## src/rtl/lp_deserializer_if.sv

```systemverilog
// rtl/lp_deserializer_if.sv - serial-in / byte-out bundle for lp_deserializer
// Optional PARITY_ERR signal is present only with LP_DESER_PARITY_EN defined.
// Signals: SERIAL_IN (line, idle 0), PAR_OUT[7:0], VALID, FRAME_ERR,
//          FRAME_CNT[7:0], PARITY_ERR (parity build only).
// Modports: master drives SERIAL_IN; slave (the deserializer) drives the rest.
interface lp_deserializer_if;
    logic       SERIAL_IN;
    logic [7:0] PAR_OUT;
    logic       VALID;
    logic       FRAME_ERR;
    logic [7:0] FRAME_CNT;
`ifdef LP_DESER_PARITY_EN
    logic       PARITY_ERR;

    modport master (output SERIAL_IN, input PAR_OUT, VALID, FRAME_ERR, FRAME_CNT, PARITY_ERR);
    modport slave  (input SERIAL_IN, output PAR_OUT, VALID, FRAME_ERR, FRAME_CNT, PARITY_ERR);
`else
    modport master (output SERIAL_IN, input PAR_OUT, VALID, FRAME_ERR, FRAME_CNT);
    modport slave  (input SERIAL_IN, output PAR_OUT, VALID, FRAME_ERR, FRAME_CNT);
`endif
endinterface

```

## src/rtl/lp_deserializer.sv

```systemverilog
// rtl/lp_deserializer.sv - start/stop framed serial-to-byte deserializer
// Frame: start 1, 8 data bits LSB first, [even parity], stop 0.
// Optional parity bit: define LP_DESER_PARITY_EN (adds PARITY state and PARITY_ERR).
// Ports: CLK       - clock, all state on posedge
//        RESET     - synchronous active-high reset
//        bus       - lp_deserializer_if.slave: SERIAL_IN in; PAR_OUT, VALID,
//                    FRAME_ERR, FRAME_CNT (and PARITY_ERR) out, all registered
module lp_deserializer (
    input  logic               CLK,
    input  logic               RESET,
    lp_deserializer_if.slave   bus
);

`ifdef LP_DESER_PARITY_EN
    typedef enum logic [1:0] {IDLE, DATA, PARITY, STOP} state_t;
`else
    typedef enum logic [1:0] {IDLE, DATA, STOP} state_t;
`endif

    state_t     state_q, state_d;
    logic [2:0] bit_cnt_q, bit_cnt_d;
    logic [7:0] shift_q, shift_d;
    logic [7:0] par_out_q, par_out_d;
    logic       valid_q, valid_d;
    logic       frame_err_q, frame_err_d;
    logic [7:0] frame_cnt_q, frame_cnt_d;
`ifdef LP_DESER_PARITY_EN
    logic       parity_err_q, parity_err_d;
    // Set when the received parity bit did not give even parity over the byte.
    logic       par_bad_q, par_bad_d;
`endif

    always_ff @(posedge CLK) begin
        if (RESET) begin
            state_q      <= IDLE;
            bit_cnt_q    <= 3'd0;
            shift_q      <= 8'h00;
            par_out_q    <= 8'h00;
            valid_q      <= 1'b0;
            frame_err_q  <= 1'b0;
            frame_cnt_q  <= 8'h00;
`ifdef LP_DESER_PARITY_EN
            parity_err_q <= 1'b0;
            par_bad_q    <= 1'b0;
`endif
        end else begin
            state_q      <= state_d;
            bit_cnt_q    <= bit_cnt_d;
            shift_q      <= shift_d;
            par_out_q    <= par_out_d;
            valid_q      <= valid_d;
            frame_err_q  <= frame_err_d;
            frame_cnt_q  <= frame_cnt_d;
`ifdef LP_DESER_PARITY_EN
            parity_err_q <= parity_err_d;
            par_bad_q    <= par_bad_d;
`endif
        end
    end

    always_comb begin
        state_d      = state_q;
        bit_cnt_d    = bit_cnt_q;
        shift_d      = shift_q;
        par_out_d    = par_out_q;
        valid_d      = 1'b0;
        frame_err_d  = 1'b0;
        frame_cnt_d  = frame_cnt_q;
`ifdef LP_DESER_PARITY_EN
        parity_err_d = 1'b0;
        par_bad_d    = par_bad_q;
`endif
        case (state_q)
            IDLE: begin
                if (bus.SERIAL_IN) begin
                    state_d   = DATA;
                    bit_cnt_d = 3'd0;
                end
            end
            DATA: begin
                shift_d[bit_cnt_q] = bus.SERIAL_IN;
                bit_cnt_d          = bit_cnt_q + 3'd1;
                if (bit_cnt_q == 3'd7) begin
`ifdef LP_DESER_PARITY_EN
                    state_d = PARITY;
`else
                    state_d = STOP;
`endif
                end
            end
`ifdef LP_DESER_PARITY_EN
            PARITY: begin
                par_bad_d = (^shift_q) ^ bus.SERIAL_IN;
                state_d   = STOP;
            end
`endif
            STOP: begin
                // Always back to IDLE: a 1 here is a framing error, never a start bit.
                state_d = IDLE;
                if (bus.SERIAL_IN) begin
                    frame_err_d = 1'b1;
                end
`ifdef LP_DESER_PARITY_EN
                else if (par_bad_q) begin
                    parity_err_d = 1'b1;
                end
`endif
                else begin
                    par_out_d   = shift_q;
                    valid_d     = 1'b1;
                    frame_cnt_d = frame_cnt_q + 8'd1;
                end
            end
            default: state_d = IDLE;
        endcase
    end

    assign bus.PAR_OUT    = par_out_q;
    assign bus.VALID      = valid_q;
    assign bus.FRAME_ERR  = frame_err_q;
    assign bus.FRAME_CNT  = frame_cnt_q;
`ifdef LP_DESER_PARITY_EN
    assign bus.PARITY_ERR = parity_err_q;
`endif

endmodule

```

## src/flat_wrapper.sv

```systemverilog
// flat-port wrapper written by rule: the top's interface ports become plain ports
module lp_deserializer_flat 
  (CLK, RESET, bus_SERIAL_IN, bus_PAR_OUT, bus_VALID, bus_FRAME_ERR, bus_FRAME_CNT);
  lp_deserializer_if bus_i ();
  input  logic CLK;
  input  logic RESET;
  input wire logic [$bits(bus_i.SERIAL_IN)-1:0] bus_SERIAL_IN;
  output wire logic [$bits(bus_i.PAR_OUT)-1:0] bus_PAR_OUT;
  output wire logic [$bits(bus_i.VALID)-1:0] bus_VALID;
  output wire logic [$bits(bus_i.FRAME_ERR)-1:0] bus_FRAME_ERR;
  output wire logic [$bits(bus_i.FRAME_CNT)-1:0] bus_FRAME_CNT;
  assign bus_i.SERIAL_IN = bus_SERIAL_IN;
  assign bus_PAR_OUT = bus_i.PAR_OUT;
  assign bus_VALID = bus_i.VALID;
  assign bus_FRAME_ERR = bus_i.FRAME_ERR;
  assign bus_FRAME_CNT = bus_i.FRAME_CNT;
  lp_deserializer u_core (.CLK(CLK), .RESET(RESET), .bus(bus_i));
endmodule
```

## config.mk

```make
export PLATFORM = sky130hd
export DESIGN_NAME = lp_deserializer_flat
export DESIGN_NICKNAME = d
export VERILOG_FILES = /design/src/rtl/lp_deserializer_if.sv /design/src/rtl/lp_deserializer.sv /design/src/flat_wrapper.sv
export SDC_FILE = /design/constraint.sdc
export NUM_CORES = 1
export LEC_CHECK = 0
export CAP_MARGIN = 20
export CORE_MARGIN = 2
export CORE_UTILIZATION = 35
export CTS_BUF_LIST = sky130_fd_sc_hd__clkbuf_8
export CTS_CLUSTER_DIAMETER = 60
export DETAILED_ROUTE_END_ITERATION = 10
export GPL_TIMING_DRIVEN = 1
export MAX_ROUTING_LAYER = met4
export PLACE_DENSITY_LB_ADDON = 0.08
export SYNTH_ARGS = -nofsm -noshare
export SYNTH_HDL_FRONTEND = slang
export SYNTH_SLANG_ARGS = --single-unit
export TNS_END_PERCENT = 50
```

## constraint.sdc

```tcl
create_clock -name CLK -period 1.9 [get_ports CLK]
set_input_delay 0.19 -clock CLK [delete_from_list [all_inputs] [get_ports CLK]]
set_output_delay 0.19 -clock CLK [all_outputs]
set_load 0.01 [all_outputs]
```

==> reports/qor_table.md, run 1 <==
| Parameter | Reported | Unit |
|---|---|---|
| Run status | complete, no violations | - |
| Crit-path leading delay family | simple AND/OR/NAND/NOR gates | - |
| Number of vias after detailed routing | 1,076 | - |
| Final Slew Violations | 0 | - |
| Fin cells | 214 | - |
| Largest incremental delay on the critical path | 470 | ps |
| DIE WIDTH | 63.82 | um |
| Multi-input gate area | 593.1 | um^2 |
| Required time reported for the critical path endpoint | 2110 | ps |
| Synthesized cell area | 1252 | um^2 |
| Prevailing post-synth register cell | dfxtp_1 | - |
| CTS hold repair buffers | 0 | - |
| Net count of the finished layout | 173 | - |
| Buffers on Ports | 20 | - |
| Maximum fanout count along the critical path | 15 | - |
| Maximum number of pins on one net before global-route repair | 22 | - |
| Clock tree from TritonCTS | yes | - |
| Synth warnings | 0 | - |
| Share of the synthesized area in the top cell type | 49.55 | % |
| Share of synthesized area occupied by flip-flops and latches | 49.55 | % |
| Global placement routability congestion | 0.8071 | - |
| Max_cap viols | 0 | - |
| Number of antenna violations at the first check in global routing | 0 | - |
| Type of origin of the critical path | flip-flop | - |
| Area Overhead vs Synth | 28.17 | % |
| Fraction of layout cells with a size suffix above 1 | 8.333 | % |
| Buffers from clock root to sink, at most | 2 | - |
| Clock network latency to the later pin of the worst-skew pair | 280 | ps |
| Number of failing hold endpoints at the final stage | 0 | - |
| Filler cell count in the final layout | 321 | - |
| Drt first pass iters | 4 | - |
| Total setup violations reported at the end of the flow | 0 | - |
| Top cells by area, synth | dfxtp_1 (50%), a21oi_1 (9.6%), nand2_1 (6.3%) | - |
| Number of levels in the clock H-tree | 2 | - |
| Post-DR vias/cell | 5.028 | - |
| Number of global-route vias before repair | 1,003 | - |
| Worst clock skew | 5.809 | ps |
| Path type of the worst min-delay path | reg2reg | - |
| Max VDD drop | 0.0003367 | V |
| Clock Sinks | 31 | - |
| Count of flip-flops with a built-in enable after synthesis | 0 | - |
| Number of violations reported at the end of detailed-routing iteration 0 | 32 | - |
| Dominant cell by count in the synthesized netlist | dfxtp_1 | - |
| Post-route DRC violation count | 0 | - |
| Sum of overflow across all layers after global routing | 0 | - |
| Resized cells post-CTS | 0 | - |
| Remaining antenna violation count after routing | 0 | - |
| Count of state elements after synthesis | 31 | - |
| Unrepaired setup endpoints after global routing | no | - |
| Share of the cycle needed by the critical path after routing | 86.16 | % |
| Global-route usage over all layers | 14.52 | % |
| Number of rows created at floorplan | 21 | - |
| Power density of the placed cells | 783.8 | nW/um^2 |
| Share of synthesized registers carrying an async set or reset | 0 | % |
| CP max-delay cell | dfxtp_1 | - |
| Data arrival time of the critical path | 1850 | ps |
| Cell type with the highest aggregate area in the netlist | dfxtp_1 | - |
| Number of buffer and inverter stages on the critical path | 1 | - |
| I/O pin count | 21 | - |
| Tightest Pin Transition | 658.8 | ps |
| Wire length of the first global-routing pass | 4422 | um |
| Initial Utilization | 36.95 | % |
| Worst relative slew slack | 55.98 | % |
| Root cell of the clock tree | clkbuf_8 | - |
| Total die area | 4073 | um^2 |
| Leading cell types by count after synthesis | dfxtp_1 (31), a21oi_1 (24), nand2_1 (21) | - |
| Yosys cell types | 29 | - |
| Post-CTS setup-driven buffer insertion count | 0 | - |
| Synthesized net count | 151 | - |
| Critical path, cell by cell | or3b_1 > buf_4 > or3_1 > a21oi_1 | - |
| Die height | 63.82 | um |
| Number of standard cells after synthesis | 145 | - |
| Category of the most critical setup path | reg2reg | - |
| Number of clock buffers inserted by TritonCTS | 5 | - |
| Maximum clock frequency | 610.8 | MHz |
| Total Routed Length | 2533 | um |
| Number of instances in the placed design | 206 | - |
| Antenna Cells | 0 | - |
| Summed negative setup slack over all endpoints | 0 | ps |
| Clock transition at path regs | 60 | ps |
| Leakage power | 0.5363 | nW |
| Critical path endpoint category | flip-flop | - |
| Register area | 620.6 | um^2 |
| Average wire per cell in the routed design | 11.84 | um |
| HPWL reported at the end of detailed placement | 1774 | um |
| Placeable core region | 3390 | um^2 |
| Mean instance size in the synthesized netlist | 8.638 | um^2 |
| Shortest period the worst path allows | 1637 | ps |
[per-stage QoR]
step | utilization (%) | instance area (um^2) | setup WS [ps] | hold WS [ps] | power [mW]
final | 47.36 | 1605 | 262.9 | 451.9 | 1.258
after global routing | 47.36 | 1605 | 125.8 | 467.0 | 1.314
after floorplan | - | 1252 | 343.4 | 267.5 | 0.7091
after global placement | 44.41 | 1505 | 118.8 | 443.4 | 0.7248
after CTS | 47.36 | 1605 | 253.3 | 453.7 | 1.274
after detailed placement | 44.41 | 1505 | 36.81 | 444.3 | 0.7265
[worst register-to-register path: stages (launching register included)]
cell     delay, ps
dfxtp_1        470
or3b_1         410
buf_4          200
or3_1          350
a21oi_1        140
[placed cells by master (no fill, tap or decap), types with 2 or more instances in the layout]
master | netlist | layout
a21oi_1 | 24 | 24
a22oi_1 | 2 | 2
and3b_1 | 2 | 2
buf_4 | 0 | 4
clkbuf_8 | 0 | 7
clkdlybuf4s50_1 | 0 | 20
dfxtp_1 | 31 | 31
ha_1 | 3 | 3
inv_1 | 1 | 2
nand2_1 | 21 | 21
nand2b_1 | 2 | 2
nand3_1 | 7 | 7
nand4_1 | 4 | 4
nor2_1 | 6 | 6
nor2b_1 | 2 | 2
o21ai_0 | 9 | 9
o31ai_1 | 5 | 5
or3_1 | 3 | 3
or4_1 | 3 | 3
[cell type report]
| type | count | share of cell area [%] |
|---|---|---|
| Sequential cell | 31 | 38.66 |
| Multi-Input combinational cell | 104 | 36.94 |
| Timing Repair Buffer | 24 | 14.34 |
| Clock buffer | 7 | 6.002 |
| Tap cell | 46 | 3.585 |
| Clock inverter | 1 | 0.2338 |
| Inverter | 1 | 0.2338 |
[path summary, 6_finish.rpt]
| path | from | endpoint | slack [ps] | depth (start not counted) |
|---|---|---|---|---|
| worst max register to register | u_core.state_q[1]$_SDFFE_PP0P_ | u_core.bus.FRAME_CNT[4]$_SDFFE_PP0P_ | 260 | 4 |
| worst min-delay path | u_core.shift_q[5]$_SDFFE_PP0P_ | u_core.bus.PAR_OUT[5]$_SDFFE_PP0P_ | 450 | 2 |
| worst max-delay path | u_core.state_q[1]$_SDFFE_PP0P_ | u_core.bus.FRAME_CNT[4]$_SDFFE_PP0P_ | 260 | 4 |
| worst min register to register | u_core.shift_q[5]$_SDFFE_PP0P_ | u_core.bus.PAR_OUT[5]$_SDFFE_PP0P_ | 450 | 2 |
[kinds of logic (layout without fill, tap and decap cells)]
group / after synthesis / after routing / share of synthesized area [%]
AO/OA/AOI/OAI: 42 / 42 / 18.58
XOR/XNOR: 1 / 1 / 0.6994
adder cells (fa/ha/maj): 3 / 3 / 2.997
buffers and inverters: 10 / 33 / 3.096
flip-flops: 31 / 31 / 49.55
AND/OR/NAND/NOR: 58 / 58 / 25.08
[flip-flops by register name, indices dropped and copies added (netlist names)]
register and flops:
u_core.bus.PAR_OUT 8, u_core.bus.FRAME_CNT 8, u_core.bus.FRAME_ERR 1, u_core.state_q 2
u_core.bus.VALID 1, u_core.shift_q 8, u_core.bit_cnt_q 3
[layer usage]
metal	vias to the layer above	routed length (um)	GRT usage, %
met5	-	0	-
met2	18	1078	21.74
li1	561	-	-
met3	5	75	4.225
met1	492	1325	17.74
met4	0	53	7.337
[report_power, final]
part | internal, mW | leakage [nW] | switching, mW
logic | 0.0176 | 0.230 | 0.0290
clock network | 0.324 | 0.0557 | 0.222
registers | 0.656 | 0.250 | 0.00915
total | 0.998 | 0.536 | 0.260
No activity file was read; power rests on OpenSTA's default activity.
==> inputs of run 2 (changes only) <==
- CAP_MARGIN: 20 -> not set
- clock period: 1.9 -> 1.74 ns (I/O delays scaled with it)
==> run 2 against run 1 <==
First-iteration DRC count shrank 16%. Clock power grew 9.3%. Critical endpoint unchanged. Hold slack lost 1.6 ps. Largest power group unchanged. Sequential power grew 9.2%. Final cell count grew 2.3%.
==> reports/qor_table.md, run 2 (synthesis results as in run 1) <==
| Parameter | Reported | Unit | Change |
|---|---|---|---|
| Relative contribution of the clock network to total power | 43.3 | % | about the same |
| Pre-CTS setup slack | -20.87 | ps | -57.68 ps |
| Wire length of the first global-routing pass | 4471 | um | +1.1% |
| Share of total power in sequential cells | 52.5 | % | -0.4 points |
| Leakage power | 0.5606 | nW | +4.5% |
| Maximum fanout count along the critical path | 11 | - | -4 |
| Final Slew Violations | 0 | - | unchanged |
| Max_cap viols | 0 | - | unchanged |
| Number of rows created at floorplan | 21 | - | unchanged |
| Clock Sinks | 31 | - | unchanged |
| Global placement routability congestion | 0.9085 | - | +13% |
| Number of violations reported at the end of detailed-routing iteration 0 | 27 | - | -16% |
| Net count of the finished layout | 178 | - | +2.9% |
| Clock network latency to the later pin of the worst-skew pair | 280 | ps | about the same |
| Resized cells post-CTS | 0 | - | unchanged |
| Max VDD drop | 0.0004248 | V | +26% |
| Drt first pass iters | 4 | - | unchanged |
| Maximum clock frequency | 641.2 | MHz | +5.0% |
| Number of vias after detailed routing | 1,122 | - | +4.3% |
| Combinational group share of total power | 4.2 | % | +0.5 points |
| Power, Total | 1.382 | mW | +9.9% |
| DIE WIDTH | 63.82 | um | unchanged |
| Clock tree from TritonCTS | yes | - |  |
| Largest incremental delay on the critical path | 420 | ps | -50 ps |
| Average wire per cell in the routed design | 12.11 | um | +2.3% |
| I/O pin count | 21 | - | unchanged |
| Root cell of the clock tree | clkbuf_8 | - |  |
| Sw frac | 20.80 | % | +0.11 points |
| Tightest Pin Transition | 394.1 | ps | -264.8 ps |
| Post-route DRC violation count | 0 | - | unchanged |
| Shortest period the worst path allows | 1559 | ps | -77.60 ps |
| Category of the most critical setup path | reg2reg | - |  |
| Post-CTS setup-driven buffer insertion count | 0 | - | unchanged |
| Net switching power | 0.2875 | mW | +10% |
| Power density of the placed cells | 841.5 | nW/um^2 | +7.4% |
| Post-DR vias/cell | 5.123 | - | +1.9% |
| Total setup violations reported at the end of the flow | 0 | - | unchanged |
| Global-route usage over all layers | 14.55 | % | +0.027 points |
| Commonest cells after routing, fill and taps aside | dfxtp_1 (31), a21oi_1 (24), nand2_1 (21) | - |  |
| Initial Utilization | 36.95 | % | unchanged |
| Buffers on Ports | 20 | - | unchanged |
| Maximum number of pins on one net before global-route repair | 20 | - | -9.1% |
| Run status | complete, no violations | - |  |
| Total Routed Length | 2651 | um | +4.7% |
| Type of origin of the critical path | flip-flop | - |  |
| Critical path, cell by cell | or3b_1 > buf_4 > or3_1 > a21oi_1 | - |  |
| Antenna Cells | 0 | - | unchanged |
| Clock transition at path regs | 60 | ps | about the same |
| Critical path endpoint category | flip-flop | - |  |
| Remaining antenna violation count after routing | 0 | - | unchanged |
| Number of global-route vias before repair | 1,009 | - | +0.60% |
| Number of clock buffers inserted by TritonCTS | 5 | - | unchanged |
| Data arrival time of the critical path | 1760 | ps | -90 ps |
| Cell internal pwr | 1.095 | mW | +9.7% |
| Die height | 63.82 | um | unchanged |
| Fraction of layout cells with a size suffix above 1 | 10.98 | % | +2.6 points |
| Area Overhead vs Synth | 31.17 | % |  |
| Path type of the worst min-delay path | reg2reg | - |  |
| Most common library cell in the layout ignoring fill and taps | dfxtp_1 | - |  |
| Worst clock skew | 6.645 | ps | +0.8359 ps |
| Number of antenna violations at the first check in global routing | 0 | - | unchanged |
| Share of the cycle needed by the critical path after routing | 89.63 | % | +3.5 points |
| Total die area | 4073 | um^2 | unchanged |
| CP max-delay cell | or3b_1 | - |  |
| Buffers from clock root to sink, at most | 2 | - | unchanged |
| CTS hold repair buffers | 0 | - | unchanged |
| Sum of overflow across all layers after global routing | 0 | - | unchanged |
| Worst relative slew slack | 73.69 | % | +18 points |
| Number of levels in the clock H-tree | 2 | - | unchanged |
| Unrepaired setup endpoints after global routing | no | - |  |
| Number of failing hold endpoints at the final stage | 0 | - | unchanged |
| Placeable core region | 3390 | um^2 | unchanged |
| Filler cell count in the final layout | 327 | - | +1.9% |
| Worst path setup slack after routing | 180.5 | ps | -82.40 ps |
| Required time reported for the critical path endpoint | 1940 | ps | -170 ps |
| HPWL reported at the end of detailed placement | 1953 | um | +10% |
[run 2: metrics by stage]
step                      std cells  area (um^2)  TNS, ps  hold WS (ps)  util, %
after global placement          211         1543        0         440.9    45.52
final                           219         1643        0         450.2    48.47
after detailed placement        211         1543   -20.87         442.7    45.52
after CTS                       219         1643        0         451.4    48.47
after global routing            219         1643        0         471.5    48.47
after floorplan                 145         1252        0         251.5        -
[run 2: final cells by class]
class | count | area [um^2] | share of cell area [%]
Sequential cell | 31 | 620.6 | 37.78
Multi-Input combinational cell | 104 | 593.1 | 36.10
Clock inverter | 1 | 3.754 | 0.2285
Inverter | 1 | 3.754 | 0.2285
Timing Repair Buffer | 29 | 267.8 | 16.30
Clock buffer | 7 | 96.34 | 5.864
Tap cell | 46 | 57.56 | 3.503
[run 2: path summary, 6_finish.rpt]
| path | slack [ps] | startpoint | cells past startpoint | endpoint |
|---|---|---|---|---|
| worst max-delay path | 180 | u_core.state_q[0]$_SDFFE_PP0P_ | 4 | u_core.bus.FRAME_CNT[4]$_SDFFE_PP0P_ |
| worst min-delay path | 450 | u_core.shift_q[6]$_SDFFE_PP0P_ | 2 | u_core.bus.PAR_OUT[6]$_SDFFE_PP0P_ |
| worst max register to register | 180 | u_core.state_q[0]$_SDFFE_PP0P_ | 4 | u_core.bus.FRAME_CNT[4]$_SDFFE_PP0P_ |
| worst min register to register | 450 | u_core.shift_q[6]$_SDFFE_PP0P_ | 2 | u_core.bus.PAR_OUT[6]$_SDFFE_PP0P_ |
[run 2: power groups by stage]
| stage | combinational, mW | clock (mW) | sequential [mW] |
|---|---|---|---|
| finish | 0.0579 | 0.598 | 0.726 |
| global route | 0.0640 | 0.667 | 0.727 |
| CTS | 0.0583 | 0.616 | 0.726 |
| detailed placement | 0.0581 | 0 | 0.742 |
| global placement | 0.0567 | 0 | 0.741 |
| floorplan | 0.0393 | 0 | 0.735 |
[run 2: worst max-delay path: cells and delay by family (launching register included)]
family          cells  cell delay, ps
simple gates        2             750
compound gates      1             160
buf+inv             1             170
flops               1             400
[run 2: layer usage]
layer / up-vias / track usage (%) / share of wire (%)
met5: - / - / 0
met4: 0 / 7.337 / 1.7
met3: 5 / 3.697 / 3.5
met2: 20 / 22.53 / 47
met1: 526 / 17.49 / 48
li1: 571 / - / -
==> inputs of run 3 (changes only) <==
- GPL_TIMING_DRIVEN: 1 -> 0
- PLACE_DENSITY_LB_ADDON: 0.08 -> 0.3
==> run 3 against run 2 <==
Die area did not move. Global-route usage is 0.65 points higher. Sequential power fell by 0.7%. Critical path depth stayed put. Final cell count stayed put. Largest power group is now clock.
==> reports/qor_table.md, run 3 (synthesis results as in run 1) <==
| Parameter | Reported | Unit | Change |
|---|---|---|---|
| Data arrival time of the critical path | 1830 | ps | +70 ps |
| Register area | 621.8 | um^2 | +0.20% |
| Category of the most critical setup path | reg2reg | - |  |
| Max_cap viols | 0 | - | unchanged |
| Setup slack of the most critical reg-to-reg path | 110 | ps | -70 ps |
| Max VDD drop | 0.0005871 | V | +38% |
| Required time reported for the critical path endpoint | 1950 | ps | about the same |
| Fin cells | 219 | - | unchanged |
| Sum of overflow across all layers after global routing | 0 | - | unchanged |
| Number of antenna violations at the first check in global routing | 0 | - | unchanged |
| Remaining antenna violation count after routing | 0 | - | unchanged |
| I/O pin count | 21 | - | unchanged |
| Share of the cycle needed by the critical path after routing | 93.58 | % | +4.0 points |
| Maximum clock frequency | 614.1 | MHz | -4.2% |
| Multi-input gate area | 593.1 | um^2 | unchanged |
| Number of violations reported at the end of detailed-routing iteration 0 | 62 | - | +130% |
| Leakage power | 0.5348 | nW | -4.6% |
| Cell depth of the worst flop-to-flop path | 4 | - | unchanged |
| Number of rows created at floorplan | 21 | - | unchanged |
| Number of vias after detailed routing | 1,096 | - | -2.3% |
| Filler cell count in the final layout | 324 | - | -0.92% |
| Fraction of layout cells with a size suffix above 1 | 7.514 | % | -3.5 points |
| Average wire per cell in the routed design | 11.83 | um | -2.3% |
| Post-DR vias/cell | 5.005 | - | -2.3% |
| Post-route DRC violation count | 0 | - | unchanged |
| Buffers on Ports | 20 | - | unchanged |
| Global placement routability congestion | 0.7519 | - | -17% |
| Worst relative slew slack | 58.14 | % | -16 points |
| Global-route usage over all layers | 15.20 | % | +0.65 points |
| Power density of the placed cells | 922.8 | nW/um^2 | +9.7% |
| Unrepaired setup endpoints after global routing | no | - |  |
| Number of levels in the clock H-tree | 2 | - | unchanged |
| Total Routed Length | 2590 | um | -2.3% |
| Total die area | 4073 | um^2 | unchanged |
| Commonest cells after routing, fill and taps aside | dfxtp_1 (30), a21oi_1 (24), nand2_1 (21) | - |  |
| Net count of the finished layout | 178 | - | unchanged |
| Clock transition at path regs | 60 | ps | about the same |
| Number of clock buffers inserted by TritonCTS | 5 | - | unchanged |
| Most common library cell in the layout ignoring fill and taps | dfxtp_1 | - |  |
| Final Slew Violations | 0 | - | unchanged |
| Area Overhead vs Synth | 30.07 | % |  |
| Buffers from clock root to sink, at most | 2 | - | unchanged |
| Root cell of the clock tree | clkbuf_8 | - |  |
| Post-detailed-placement cell area | 1510 | um^2 | -2.1% |
| Shortest period the worst path allows | 1628 | ps | +68.87 ps |
| Drt first pass iters | 4 | - | unchanged |
| Maximum number of pins on one net before global-route repair | 11 | - | -45% |
| HPWL reported at the end of detailed placement | 1894 | um | -3.0% |
| Clock tree from TritonCTS | yes | - |  |
| Initial Utilization | 36.95 | % | unchanged |
| DIE WIDTH | 63.82 | um | unchanged |
| Summed area of non-filler cells in the final layout | 1629 | um^2 | -0.84% |
| Worst clock skew | 3.154 | ps | -3.491 ps |
| Tightest Pin Transition | 625.1 | ps | +231.0 ps |
| Run status | complete, no violations | - |  |
| Clock Sinks | 31 | - | unchanged |
| Type of origin of the critical path | flip-flop | - |  |
| Antenna Cells | 0 | - | unchanged |
| Path type of the worst min-delay path | reg2reg | - |  |
| Number of failing hold endpoints at the final stage | 0 | - | unchanged |
| Maximum fanout count along the critical path | 10 | - | -1 |
| Number of instances in the placed design | 211 | - | unchanged |
| Placeable core region | 3390 | um^2 | unchanged |
| Number of cells on the worst hold path | 2 | - | unchanged |
| Die height | 63.82 | um | unchanged |
| Number of global-route vias before repair | 1,030 | - | +2.1% |
| Critical path endpoint category | flip-flop | - |  |
| Total setup violations reported at the end of the flow | 0 | - | unchanged |
| Wire length of the first global-routing pass | 4671 | um | +4.5% |
| Clock network latency to the later pin of the worst-skew pair | 280 | ps | about the same |
==> run 3: changes by cell type in the layout (fill, tap and decap cells not counted), sizes merged <==
cell / change
clkbuf: +7
clkinv: +1
bufinv: +1
inv: -1
buf: -8
==> run 3: per-stage QoR <==
stage / TNS, ps / hold WS (ps) / power, mW / util, % / setup WS (ps)
after CTS: 0 / 457.2 / 1.525 / 48.03 / 45.96
after detailed placement: -129.8 / 448.7 / 0.7943 / 44.56 / -129.8
after global placement: -109.8 / 446.6 / 0.7926 / 44.56 / -109.8
after floorplan: 0 / 251.5 / 0.7744 / - / 183.4
final: 0 / 453.7 / 1.503 / 48.06 / 111.6
after global routing: 0 / 482.7 / 1.564 / 48.06 / 26.40
==> run 3: layout make-up <==
cell class	count	area share, %
timing repair buffer	20	12.29
clock buffer	6	5.069
multi-input combinational	104	36.41
clock inverter	2	2.151
tap	46	3.533
buffer	9	2.151
inverter	1	0.2304
sequential	31	38.17
==> run 3: timing repair <==
action | CTS | global route
resized for setup | 0 | 1
setup buffers | 0 | 0
hold buffers | 0 | 0
setup endpoints to repair | 0 | 1
==> run 3: worst paths after layout <==
path                                 startpoint                                   end
min reg2reg  u_core.bus.PAR_OUT[4]$_SDFFE_PP0P_    u_core.bus.PAR_OUT[4]$_SDFFE_PP0P_
min          u_core.bus.PAR_OUT[4]$_SDFFE_PP0P_    u_core.bus.PAR_OUT[4]$_SDFFE_PP0P_
max              u_core.state_q[0]$_SDFFE_PP0P_  u_core.bus.FRAME_CNT[7]$_SDFFE_PP0P_
max reg2reg      u_core.state_q[0]$_SDFFE_PP0P_  u_core.bus.FRAME_CNT[7]$_SDFFE_PP0P_
==> run 3: metal layers <==
metal	vias to the layer above	track usage, %	wire [um]
met2	19	24.22	1229
met1	499	16.85	1214
li1	573	-	-
met3	5	4.754	86
met5	-	-	0
met4	0	8.424	60
==> run 3: report_power, final <==
part	internal (mW)	total, mW	switching [mW]
Sequential	0.716	0.721	0.00469
Combinational	0.0191	0.0580	0.0389
Clock	0.463	0.725	0.262
==> run 3: worst max-delay path: stages, from the launching register on <==
cell	delay (ps)
dfxtp_1	300
clkbuf_1	200
or2_2	390
or4_1	510
a21oi_1	160
